==> config.mk <==
export PLATFORM = sky130hd
export DESIGN_NAME = digit_entry
export DESIGN_NICKNAME = d
export VERILOG_FILES = /design/src/rtl/digit_entry_pkg.sv /design/src/rtl/button_debounce.sv /design/src/rtl/digit_entry.sv
export SDC_FILE = /design/constraint.sdc
export NUM_CORES = 1
export LEC_CHECK = 0
export BUFFER_PORTS_ARGS = -buffer_cell sky130_fd_sc_hd__buf_4
export CAP_MARGIN = 40
export CORE_AREA = 2 2 64 126
export CTS_CLUSTER_SIZE = 24
export DETAILED_ROUTE_END_ITERATION = 10
export DIE_AREA = 0 0 66 128
export GPL_ROUTABILITY_DRIVEN = 1
export PLACE_DENSITY = 0.5
export SYNTH_ARGS = -nofsm -noshare
export SYNTH_HDL_FRONTEND = slang
export SYNTH_SLANG_ARGS = --single-unit
==> constraint.sdc <==
create_clock -name clk -period 1.9 [get_ports clk]
set_input_delay 0.38 -clock clk [delete_from_list [all_inputs] [get_ports clk]]
set_output_delay 0.38 -clock clk [all_outputs]
set_load 0.005 [all_outputs]
==> src/rtl/digit_entry_pkg.sv <==
// rtl/digit_entry_pkg.sv - shared widths, digit type and entry state encoding
package digit_entry_pkg;

  localparam int DIGIT_W    = 4;
  localparam int NUM_DIGITS = 3;

  typedef logic [DIGIT_W-1:0] digit_t;

  typedef enum logic [1:0] {
    EMPTY   = 2'd0,
    PARTIAL = 2'd1,
    FULL    = 2'd2
  } entry_state_t;

endpackage

==> src/rtl/button_debounce.sv <==
// rtl/button_debounce.sv - synchronise, debounce and rising-edge detect one raw button
module button_debounce
  import digit_entry_pkg::*;
#(
  parameter int DEBOUNCE_CYCLES = 16
) (
  input  logic clk,
  input  logic reset_n,
  input  logic raw,
  output logic press
);

  localparam int CNT_W = $clog2(DEBOUNCE_CYCLES + 1);

  logic             sync1;
  logic             sync2;
  logic             level;
  logic             level_q;
  logic             armed;
  logic [1:0]       warm;
  logic [CNT_W-1:0] cnt;

  // Two-flop synchroniser, debounce counter, edge detect. A button still held
  // through reset stays disarmed until it has been seen released, so it has to
  // be pressed again before it produces an event.
  always_ff @(posedge clk) begin
    if (!reset_n) begin
      sync1   <= 1'b0;
      sync2   <= 1'b0;
      level   <= 1'b0;
      level_q <= 1'b0;
      armed   <= 1'b0;
      warm    <= 2'b00;
      cnt     <= '0;
      press   <= 1'b0;
    end else begin
      sync1   <= raw;
      sync2   <= sync1;
      warm    <= {warm[0], 1'b1};
      if (warm[1] && !sync2) begin
        armed <= 1'b1;
      end
      if (sync2 == level) begin
        cnt <= '0;
      end else if (cnt == CNT_W'(DEBOUNCE_CYCLES)) begin
        level <= ~level;
        cnt   <= '0;
      end else begin
        cnt <= cnt + CNT_W'(1);
      end
      level_q <= level;
      press   <= level & ~level_q & armed;
    end
  end

endmodule

==> src/rtl/digit_entry.sv <==
// rtl/digit_entry.sv - three-digit operand entry shift register; DIGIT_ENTRY_ROLLOVER_EN lets enter in FULL shift out hex2
module digit_entry
  import digit_entry_pkg::*;
#(
  parameter int DEBOUNCE_CYCLES = 16,
  parameter int MAX_DIGIT       = 9
) (
  input  logic       clk,
  input  logic       reset_n,
  input  logic [3:0] digit_in,
  input  logic       enter_btn,
  input  logic       backspace_btn,
  input  logic       clear_btn,
  output logic [3:0] hex0char,
  output logic [3:0] hex1char,
  output logic [3:0] hex2char,
  output logic [1:0] digit_count,
  output logic       accept,
  output logic       reject
);

  localparam digit_t MAX_D = digit_t'(MAX_DIGIT);

  logic enter_ev;
  logic back_ev;
  logic clear_ev;

  entry_state_t state, state_n;
  digit_t       d0, d1, d2, d0_n, d1_n, d2_n;
  logic [1:0]   count, count_n;
  logic         acc_n, rej_n;

  button_debounce #(.DEBOUNCE_CYCLES(DEBOUNCE_CYCLES)) u_enter (
    .clk(clk), .reset_n(reset_n), .raw(enter_btn), .press(enter_ev)
  );
  button_debounce #(.DEBOUNCE_CYCLES(DEBOUNCE_CYCLES)) u_back (
    .clk(clk), .reset_n(reset_n), .raw(backspace_btn), .press(back_ev)
  );
  button_debounce #(.DEBOUNCE_CYCLES(DEBOUNCE_CYCLES)) u_clear (
    .clk(clk), .reset_n(reset_n), .raw(clear_btn), .press(clear_ev)
  );

  // State, digit and pulse registers.
  always_ff @(posedge clk) begin
    if (!reset_n) begin
      state  <= EMPTY;
      d0     <= '0;
      d1     <= '0;
      d2     <= '0;
      count  <= 2'd0;
      accept <= 1'b0;
      reject <= 1'b0;
    end else begin
      state  <= state_n;
      d0     <= d0_n;
      d1     <= d1_n;
      d2     <= d2_n;
      count  <= count_n;
      accept <= acc_n;
      reject <= rej_n;
    end
  end

  // Next-state: clear beats backspace beats enter; losers are dropped silently.
  always_comb begin
    state_n = state;
    d0_n    = d0;
    d1_n    = d1;
    d2_n    = d2;
    count_n = count;
    acc_n   = 1'b0;
    rej_n   = 1'b0;
    if (clear_ev) begin
      state_n = EMPTY;
      d0_n    = '0;
      d1_n    = '0;
      d2_n    = '0;
      count_n = 2'd0;
      acc_n   = 1'b1;
    end else if (back_ev) begin
      if (state == EMPTY) begin
        rej_n = 1'b1;
      end else begin
        d0_n    = d1;
        d1_n    = d2;
        d2_n    = '0;
        count_n = count - 2'd1;
        state_n = (count == 2'd1) ? EMPTY : PARTIAL;
        acc_n   = 1'b1;
      end
    end else if (enter_ev) begin
      if (digit_in > MAX_D) begin
        rej_n = 1'b1;
      end else if (state == FULL) begin
`ifdef DIGIT_ENTRY_ROLLOVER_EN
        d2_n  = d1;
        d1_n  = d0;
        d0_n  = digit_in;
        acc_n = 1'b1;
`else
        rej_n = 1'b1;
`endif
      end else begin
        d2_n    = d1;
        d1_n    = d0;
        d0_n    = digit_in;
        count_n = count + 2'd1;
        state_n = (count == 2'd2) ? FULL : PARTIAL;
        acc_n   = 1'b1;
      end
    end
  end

  assign hex0char    = d0;
  assign hex1char    = d1;
  assign hex2char    = d2;
  assign digit_count = count;

endmodule

==> results of run 1 <==
==> worst reg2reg max path: cells and delay by family, from the launching register on <==
family	cells	cell delay (ns)
flops	1	0.39
compound gates	1	0.20
fa+ha+maj	1	0.33
buf+inv	1	0.06
simple gates	1	0.50
==> cell type report <==
type | instances | area [um2] | area share, %
inverters | 13 | 48.8 | 1.88
clock buffers | 6 | 139 | 5.34
clock inverters | 2 | 13.8 | 0.530
well taps | 94 | 118 | 4.53
multi-input cells | 134 | 1000 | 38.5
repair buffers | 29 | 218 | 8.38
flip-flops and latches | 53 | 1060 | 40.8
==> Yosys cell counts <==
library cell  count
or4_1             2
and3_1            1
o21ai_4           1
clkbuf_1          3
a32oi_1           1
nor2b_1           8
nand2_4           1
and2_1           10
nor2_1           22
nor3_1            2
mux2i_1           4
a22o_1            4
o221a_1           8
nand2_1           1
a21oi_1           2
nand4bb_1         2
a2111oi_2         1
buf_6             2
o21a_1            5
xnor2_1           5
buf_2             2
o31a_1            7
and3b_1           3
nand2b_1         10
nand3_1          12
dfxtp_1          53
ha_1              8
o22a_1            1
a41oi_2           1
nor3b_1           1
buf_1             2
xor2_1            9
o32a_1            1
inv_1            13
o41ai_1           1
==> where the power goes <==
group / switching [mW] / internal [mW]
logic: 0.0304 / 0.0296
registers: 0.00731 / 1.12
clock network: 0.401 / 0.525
==> metrics by stage <==
step | instances | setup slack (ns) | hold WS (ns)
final | 331 | 0.353 | 0.292
after global routing | 331 | 0.241 | 0.286
after CTS | 331 | 0.336 | 0.283
after detailed placement | 323 | 0.322 | 0.421
after global placement | 323 | 0.344 | 0.413
after floorplan | 209 | 0.413 | 0.408
==> path summary, 6_finish.rpt <==
check | end | cells after the start | slack (ns)
max | digit_count[1] | 4 | 0.35
min reg2reg | u_back.sync2 | 1 | 0.43
max reg2reg | digit_count[1] | 4 | 0.35
min | u_clear.sync1 | 2 | 0.29
==> routing by layer <==
metal | wire length [um] | part of all wire, % | GRT usage, %
met1 | 1560 | 39 | 11.9
met3 | 158 | 3.9 | 2.90
met4 | 108 | 2.7 | 6.12
met5 | 0 | 0 | 0
met2 | 2210 | 55 | 20.0
==> kinds of logic (layout without fill, tap and decap cells) <==
logic type	after synthesis	in the layout	share of synthesized area, %
mux	4	4	1.85
xor+xnor	14	14	5.67
fa+ha+maj	8	8	4.63
buf+inv	22	50	4.63
compound gates	33	33	14.7
flops	53	53	49.1
simple gates	75	75	19.4
==> sequential cells by signal, indices dropped and copies added, names as in the netlist, 2 cells and up <==
name         count
u_enter.cnt      5
u_clear.cnt      5
u_back.cnt       5
hex2char         4
hex0char         4
state            2
digit_count      2
hex1char         4
==> placed cells by master (no fill, tap or decap), drive strengths merged, types with 3 or more instances in the layout <==
cell type / instances
a22o: 4
and2: 10
and3b: 3
buf: 29
clkbuf: 6
dfxtp: 53
ha: 8
inv: 13
mux2i: 4
nand2b: 10
nand3: 12
nor2: 22
nor2b: 8
o21a: 5
o221a: 8
o31a: 7
xnor2: 5
xor2: 9
==> results_dict.tcl, run 1 <==
set metrics [dict create \
    design_area_mm2 0.00260 \
    cts.clk_slew.worst_paths_ns 0.07 \
    die_area_mm2 0.00845 \
    first_pass_iters 4 \
    yosysTopAreaCellShare_pct 49.1 \
    fin_crit_ns 1.55 \
    synth_area_mm2 0.00216 \
    crit_path_start_kind "register" \
    dpl_cell_area_mm2 0.00245 \
    synth.distinct_cells 35 \
    p_leak_nw 1.01 \
    hold_path.startpoint "clear_btn" \
    avgSynthCellArea_um2 10.3 \
    path_max_fanout 4 \
    io_buffers 24 \
    numCtsBuffers 5 \
    fill_cells 814 \
    cp.required_ns 2.12 \
    syn_inst 209 \
    hold_class "input port to register" \
    yosysWarningCount 0 \
    drtAntennaViolNets 0 \
    clock_skew_ns 0.0111 \
    core_mm2 0.00754 \
    ir_worst_vdd_v 0.000424 \
    grt_antenna_before_repair 0 \
    syn_to_final_growth_pct 20.2 \
    drt-total-wl_um 4040 \
    drc_errors 0 \
    syn_nets 226 \
    grt_pass1_vias 1564 \
    layout.nets 253 \
    arrival_ns 1.76 \
    gr-total-overflow 0 \
    timing.rr.start "digit_count[0]" \
    hpwlAfterDp_um 2990 \
    worst-path-buf-inv 1 \
    fin_setup_tns_ns 0 \
    cts_num_sinks 53 \
    setup_viol_count_final 0 \
    final_core_util_pct 34.4 \
    critPathCaptureType "register" \
    insertion_delay_ns 0.30 \
    setup.worst_path.start "digit_count[0]" \
    layout-drive-gt1-share_pct 17.3 \
    cts_resized 0 \
    clock.fmax_mhz 646 \
    yosysTopAreaCell "dfxtp_1" \
    root_buffer "clkbuf_16" \
    path_delay_family "simple AND/OR/NAND/NOR gates" \
    finalHoldViolations 0 \
    cts_max_path_buffers 2 \
    synth_seq_cells 53 \
    maxCapViolCount 0 \
    cpMaxStageDelayCell "or4_1" \
    total_power_mw 2.12 \
    grt_max_degree 23 \
    antenna_cells 0 \
    holdBufCountCts 0 \
    detail_route.wl_per_cell_um 12.2 \
    cts_tree "yes" \
    status "complete, no violations" \
    relSlewSlack_pct 65.1 \
    via_per_inst 4.61 \
    crit_type "register to register" \
    rsz0062_at_grt "no" \
    path_cells "inv_1, ha_1, or4_1, a41oi_2" \
    ys_seq_area_share_pct 49.1 \
    worst-slew-pin-transition_ns 0.522 \
    dieWidth_um 66 \
    ioPinCount 25 \
    post-route-period-util_pct 81.4 \
    via_count 1526 \
    slew_viol_final 0 \
    track_usage_pct 11.3 \
    htree_levels 2 \
    chipHeight_um 128 \
    rows 45 \
    synthTopCellsByArea "dfxtp_1 (49%), ha_1 (4.6%), o221a_1 (4.2%)" \
    max_stage_delay_ns 0.50 \
    p_per_area_mw_per_mm2 815 \
    grt_pass1_wl_um 7320 \
    drt_iter0_drc 96 \
    gp_congestion 0.675 \
    initial_core_util_pct 28.7 \
    cts_setup_buffers 0 \
]
Note: power is estimated with default switching activity, not from simulation.
==> run 2, diff against run 1 <==
PLACE_DENSITY = 0.52   (was 0.5)
clock period = 1.35 ns   (was 1.9 ns; I/O delays follow)
==> run 2 against run 1 <==
Effect of this change:
- sequential share of layout area fell by 1.8 points
- combinational power rose by 52%
- hold slack got worse by 0.10 ns
- via count rose by 5.1%
- final cell count rose by 3.3%
- maximum frequency rose by 15%
- design area rose by 5.4%
==> results_dict.tcl, run 2 (synthesis gave the netlist of run 1 again) <==
set metrics [dict create \
    status "complete, no violations" \
    largest_registers "u_back.cnt: 5 flops, u_clear.cnt: 5 flops, u_enter.cnt: 5 flops" \
    via_per_inst 4.69 \
    cp.required_ns 1.53 \
    grt_max_degree 23 \
    path_max_fanout 9 \
    rsz0062_at_grt "yes" \
    p_leak_nw 1.09 \
    maxCapViolCount 0 \
    rows 45 \
    stdcell_count 342 \
    chipHeight_um 128 \
    dieWidth_um 66 \
    hold_slack_ns 0.190 \
    die_area_mm2 0.00845 \
    grt_pass1_wl_um 7230 \
    core_mm2 0.00754 \
    cts_setup_buffers 0 \
    placed_cells 335 \
    worst-slew-pin-transition_ns 0.559 \
    gp_congestion 0.783 \
    cpMaxStageDelayCell "o32a_1" \
    crit_type "register to register" \
    cts_num_sinks 53 \
    grt_pass1_vias 1594 \
    cts_tree "yes" \
    io_buffers 24 \
    final_core_util_pct 36.3 \
    first_pass_iters 4 \
    final_cell_mix "dfxtp_1 (49), buf_4 (39), nor2_1 (22), inv_1 (12), nand3_1 (12)" \
    cts.clk_slew.worst_paths_ns 0.07 \
    post-route-period-util_pct 99.9 \
    p_per_area_mw_per_mm2 1130 \
    max_stage_delay_ns 0.38 \
    layout_commonest_cell "dfxtp_1" \
    path_cells "nor2b_1, o32a_1, buf_6, o221a_1" \
    layout.nets 265 \
    root_buffer "clkbuf_16" \
    grt_antenna_before_repair 0 \
    arrival_ns 1.52 \
    layout-drive-gt1-share_pct 24.6 \
    drt-total-wl_um 4250 \
    setup_viol_count_final 0 \
    clock.fmax_mhz 742 \
    insertion_delay_ns 0.29 \
    drc_errors 0 \
    total_power_mw 3.08 \
    drt_iter0_drc 84 \
    hpwlAfterDp_um 3230 \
    detail_route.wl_per_cell_um 12.4 \
    clock_skew_ns 0.00644 \
    critPathCaptureType "register" \
    gr-total-overflow 0 \
    syn_to_final_growth_pct 26.7 \
    via_count 1604 \
    relSlewSlack_pct 62.6 \
    initial_core_util_pct 28.7 \
    antenna_cells 0 \
    cts_max_path_buffers 2 \
    crit_path_start_kind "register" \
    ir_worst_vdd_v 0.000617 \
    slew_viol_final 0 \
    track_usage_pct 11.1 \
    htree_levels 2 \
    drtAntennaViolNets 0 \
    numCtsBuffers 5 \
    ioPinCount 25 \
    finalHoldViolations 0 \
    hold_class "input port to register" \
    fin_setup_tns_ns 0 \
    fin_crit_ns 1.35 \
]
[run 2: changes by cell type in the layout (fill, tap and decap cells not counted), moves of 2 or more]
cell,previous run,this run
buf_4,29,39
dfxtp_1,53,49
dfxtp_2,0,3
buf_6,0,2
[run 2: stage by stage]
step	worst slack [ns]	cell area, um2
floorplan	0.0235	2180
global placement	-0.0297	2550
CTS	-0.00606	2720
finish	0.00198	2740
global route	-0.0625	2740
detailed placement	-0.0503	2550
[run 2: where the power goes]
part           internal, mW  switching, mW  leakage [nW]
logic                0.0460         0.0451         0.574
clock network         0.861          0.540        0.0797
registers              1.58         0.0102         0.432
total                  2.49          0.595          1.09
[run 2: cell type report]
type                            count  area (um2)
Timing Repair Buffer               41         315
Tap cell                           94         118
Clock inverter                      2        35.0
Clock buffer                        5         125
Fill cell                         790        4800
Sequential cell                    53        1070
Inverter                           13        48.8
Multi-Input combinational cell    134        1030
[run 2: path summary, 6_finish.rpt]
| check | from | depth (start not counted) | slack (ns) | to |
|---|---|---|---|---|
| worst min register to register | u_enter.sync1 | 1 | 0.43 | u_enter.sync2 |
| worst max register to register | u_enter.press | 4 | 0.002 | hex0char[2] |
| worst max-delay path | u_enter.press | 4 | 0.002 | hex0char[2] |
| worst min-delay path | backspace_btn | 2 | 0.19 | u_back.sync1 |
[run 2: routing by layer]
metal	share of wire, %	routed length, um	global-route usage, %
met1	37	1550	11.0
met2	55	2330	20.3
met3	3.9	165	2.99
met4	4.7	201	5.88
met5	0	0	0
[run 2: critical path: cells and delay by family, from the launching register on]
| kind | cells | cell delay [ns] |
|---|---|---|
| AO/OA/AOI/OAI | 2 | 0.63 |
| AND/OR/NAND/NOR | 1 | 0.12 |
| flip-flops | 1 | 0.33 |
| buffers and inverters | 1 | 0.16 |
[run 2: timing repair]
action                     4_1_cts  5_1_grt
pin swaps                        1        1
setup endpoints to repair       10       14
gates resized for setup          4        4
hold buffers                     0        0
==> run 3, diff against run 2 <==
--- a/constraint.sdc
+++ b/constraint.sdc
@@ -3,2 +3,2 @@
 set_output_delay 0.27 -clock clk [all_outputs]
-set_load 0.005 [all_outputs]
+set_load 0.01 [all_outputs]
==> run 3 against run 2 <==
Effect of this change:
- via count fell by 2.3%
- die area unchanged
- clock power rose by 5%
- setup slack improved by 0.016 ns
- flip-flop and latch count is the same
- critical endpoint is now hex0char[1]
==> results_dict.tcl, run 3 (synthesis gave the netlist of run 1 again) <==
set metrics [dict create \
    detail_route.wl_per_cell_um 12.5 \
    finalHoldViolations 0 \
    rows 45 \
    gp_congestion 0.779 \
    max_stage_delay_ns 0.39 \
    status "complete, no violations" \
    stdcell_count 344 \
    insertion_delay_ns 0.29 \
    cts_max_path_buffers 2 \
    drtAntennaViolNets 0 \
    via_count 1567 \
    setup_viol_count_final 0 \
    hold_class "input port to register" \
    die_area_mm2 0.00845 \
    hold_end "u_clear.sync1" \
    power.share.clock_pct 46.6 \
    fill_cells 781 \
    via_per_inst 4.56 \
    fin_crit_ns 1.33 \
    io_buffers 24 \
    layout.nets 266 \
    rrSetupSlack_ns 0.02 \
    p_leak_nw 1.11 \
    slew_viol_final 0 \
    relSlewSlack_pct 75.3 \
    track_usage_pct 11.2 \
    placed_cells 335 \
    chipHeight_um 128 \
    grt_pass1_vias 1567 \
    drt_iter0_drc 66 \
    ir_worst_vdd_v 0.000805 \
    cts_num_sinks 53 \
    cpMaxStageDelayCell "o32a_4" \
    syn_to_final_growth_pct 30.0 \
    layout-drive-gt1-share_pct 27.2 \
    rr_worst_depth 4 \
    p_per_area_mw_per_mm2 1120 \
    path_max_fanout 5 \
    final_cell_mix "dfxtp_1 (48), buf_4 (40), nor2_1 (20), inv_1 (12), nand3_1 (12)" \
    crit_type "register to register" \
    grt_max_degree 17 \
    dieWidth_um 66 \
    gr-total-overflow 0 \
    cts.clk_slew.worst_paths_ns 0.07 \
    path_cells "nor2b_4, o32a_4, buf_6, o221a_1" \
    arrival_ns 1.51 \
    whs_path_depth 2 \
    maxCapViolCount 0 \
    core_mm2 0.00754 \
    pwr-share-comb_pct 3.0 \
    p_switching_mw 0.603 \
    timing.rr.start "u_enter.press" \
    grt_antenna_before_repair 0 \
    critPathCaptureType "register" \
    clock.fmax_mhz 751 \
    antenna_cells 0 \
    initial_core_util_pct 28.7 \
    rsz0062_at_grt "yes" \
    cp.required_ns 1.53 \
    root_buffer "clkbuf_16" \
    ioPinCount 25 \
    htree_levels 2 \
    reg2reg_to "hex0char[1]" \
    p_int_mw 2.55 \
    clock_skew_ns 0.00333 \
    first_pass_iters 4 \
    fin_setup_tns_ns 0 \
    p_seq_share_pct 50.4 \
    layout_commonest_cell "dfxtp_1" \
    worst-slew-pin-transition_ns 0.370 \
    post-route-period-util_pct 98.7 \
    largest_registers "u_back.cnt: 5 flops, u_clear.cnt: 5 flops, u_enter.cnt: 5 flops" \
    swShare_pct 19.1 \
    numCtsBuffers 5 \
    hold_path.startpoint "clear_btn" \
    hpwlAfterDp_um 3190 \
    crit_path_start_kind "register" \
    drt-total-wl_um 4310 \
    drc_errors 0 \
    cts_tree "yes" \
    grt_pass1_wl_um 7170 \
]
run 3: layout make-up:
type	instances	area [um2]	area share, %
Sequential cell	53	1070	38.2
Inverter	13	48.8	1.74
Multi-Input combinational cell	134	1070	38.2
Tap cell	94	118	4.19
Clock inverter	2	36.3	1.29
Clock buffer	6	139	4.94
Timing Repair Buffer	42	323	11.5
run 3: how the worst max path moves through the flow:
stage                        startpoint          end  depth (start not counted)
after floorplan           u_enter.press  hex0char[0]                          4
after global placement      digit_in[2]  hex2char[1]                          6
after detailed placement    digit_in[2]  hex2char[1]                          6
after CTS                 u_enter.press  hex0char[2]                          4
after global routing      u_enter.press  hex0char[1]                          4
final                     u_enter.press  hex0char[1]                          4
run 3: power by group through the flow:
| stage | Combinational, mW | Clock, mW | Sequential, mW |
|---|---|---|---|
| after floorplan | 0.0463 | 0 | 1.63 |
| after global placement | 0.0935 | 0 | 1.63 |
| after detailed placement | 0.0951 | 0 | 1.63 |
| after CTS | 0.0954 | 1.54 | 1.59 |
| after global routing | 0.106 | 1.59 | 1.59 |
| final | 0.0944 | 1.47 | 1.59 |
run 3: per-layer routing:
metal,vias to the layer above,routed length (um),track usage [%]
met2,27,2360,20.3
met4,0,128,6.36
met3,9,146,2.63
met1,736,1670,11.3
li1,795,-,-
met5,-,0,0
run 3: critical path, delay by kind of cell (launching register included):
kind,cells,cell delay (ns)
AOI/OAI and AO/OA,2,0.64
DFF,1,0.33
buffers and inverters,1,0.14
and+or+nand+nor,1,0.12
run 3: through the flow:
stage	cell area [um2]	util [%]	total power [mW]	hold slack [ns]	setup WS, ns
after floorplan	2180	-	1.67	0.298	0.0235
final	2810	37.2	3.15	0.186	0.0181
after detailed placement	2560	33.9	1.72	0.420	-0.0386
after global routing	2810	37.2	3.29	0.184	-0.0170
after global placement	2560	33.9	1.72	0.414	-0.0102
after CTS	2740	36.3	3.22	0.176	0.00227
run 3: what timing repair did:
item                                    CTS  global route
pin swaps                                 0             3
hold buffers                              0             0
cloned                                    0             1
gates resized for setup                   1            16
endpoints found under the setup margin    8            15
setup buffers                             0             1
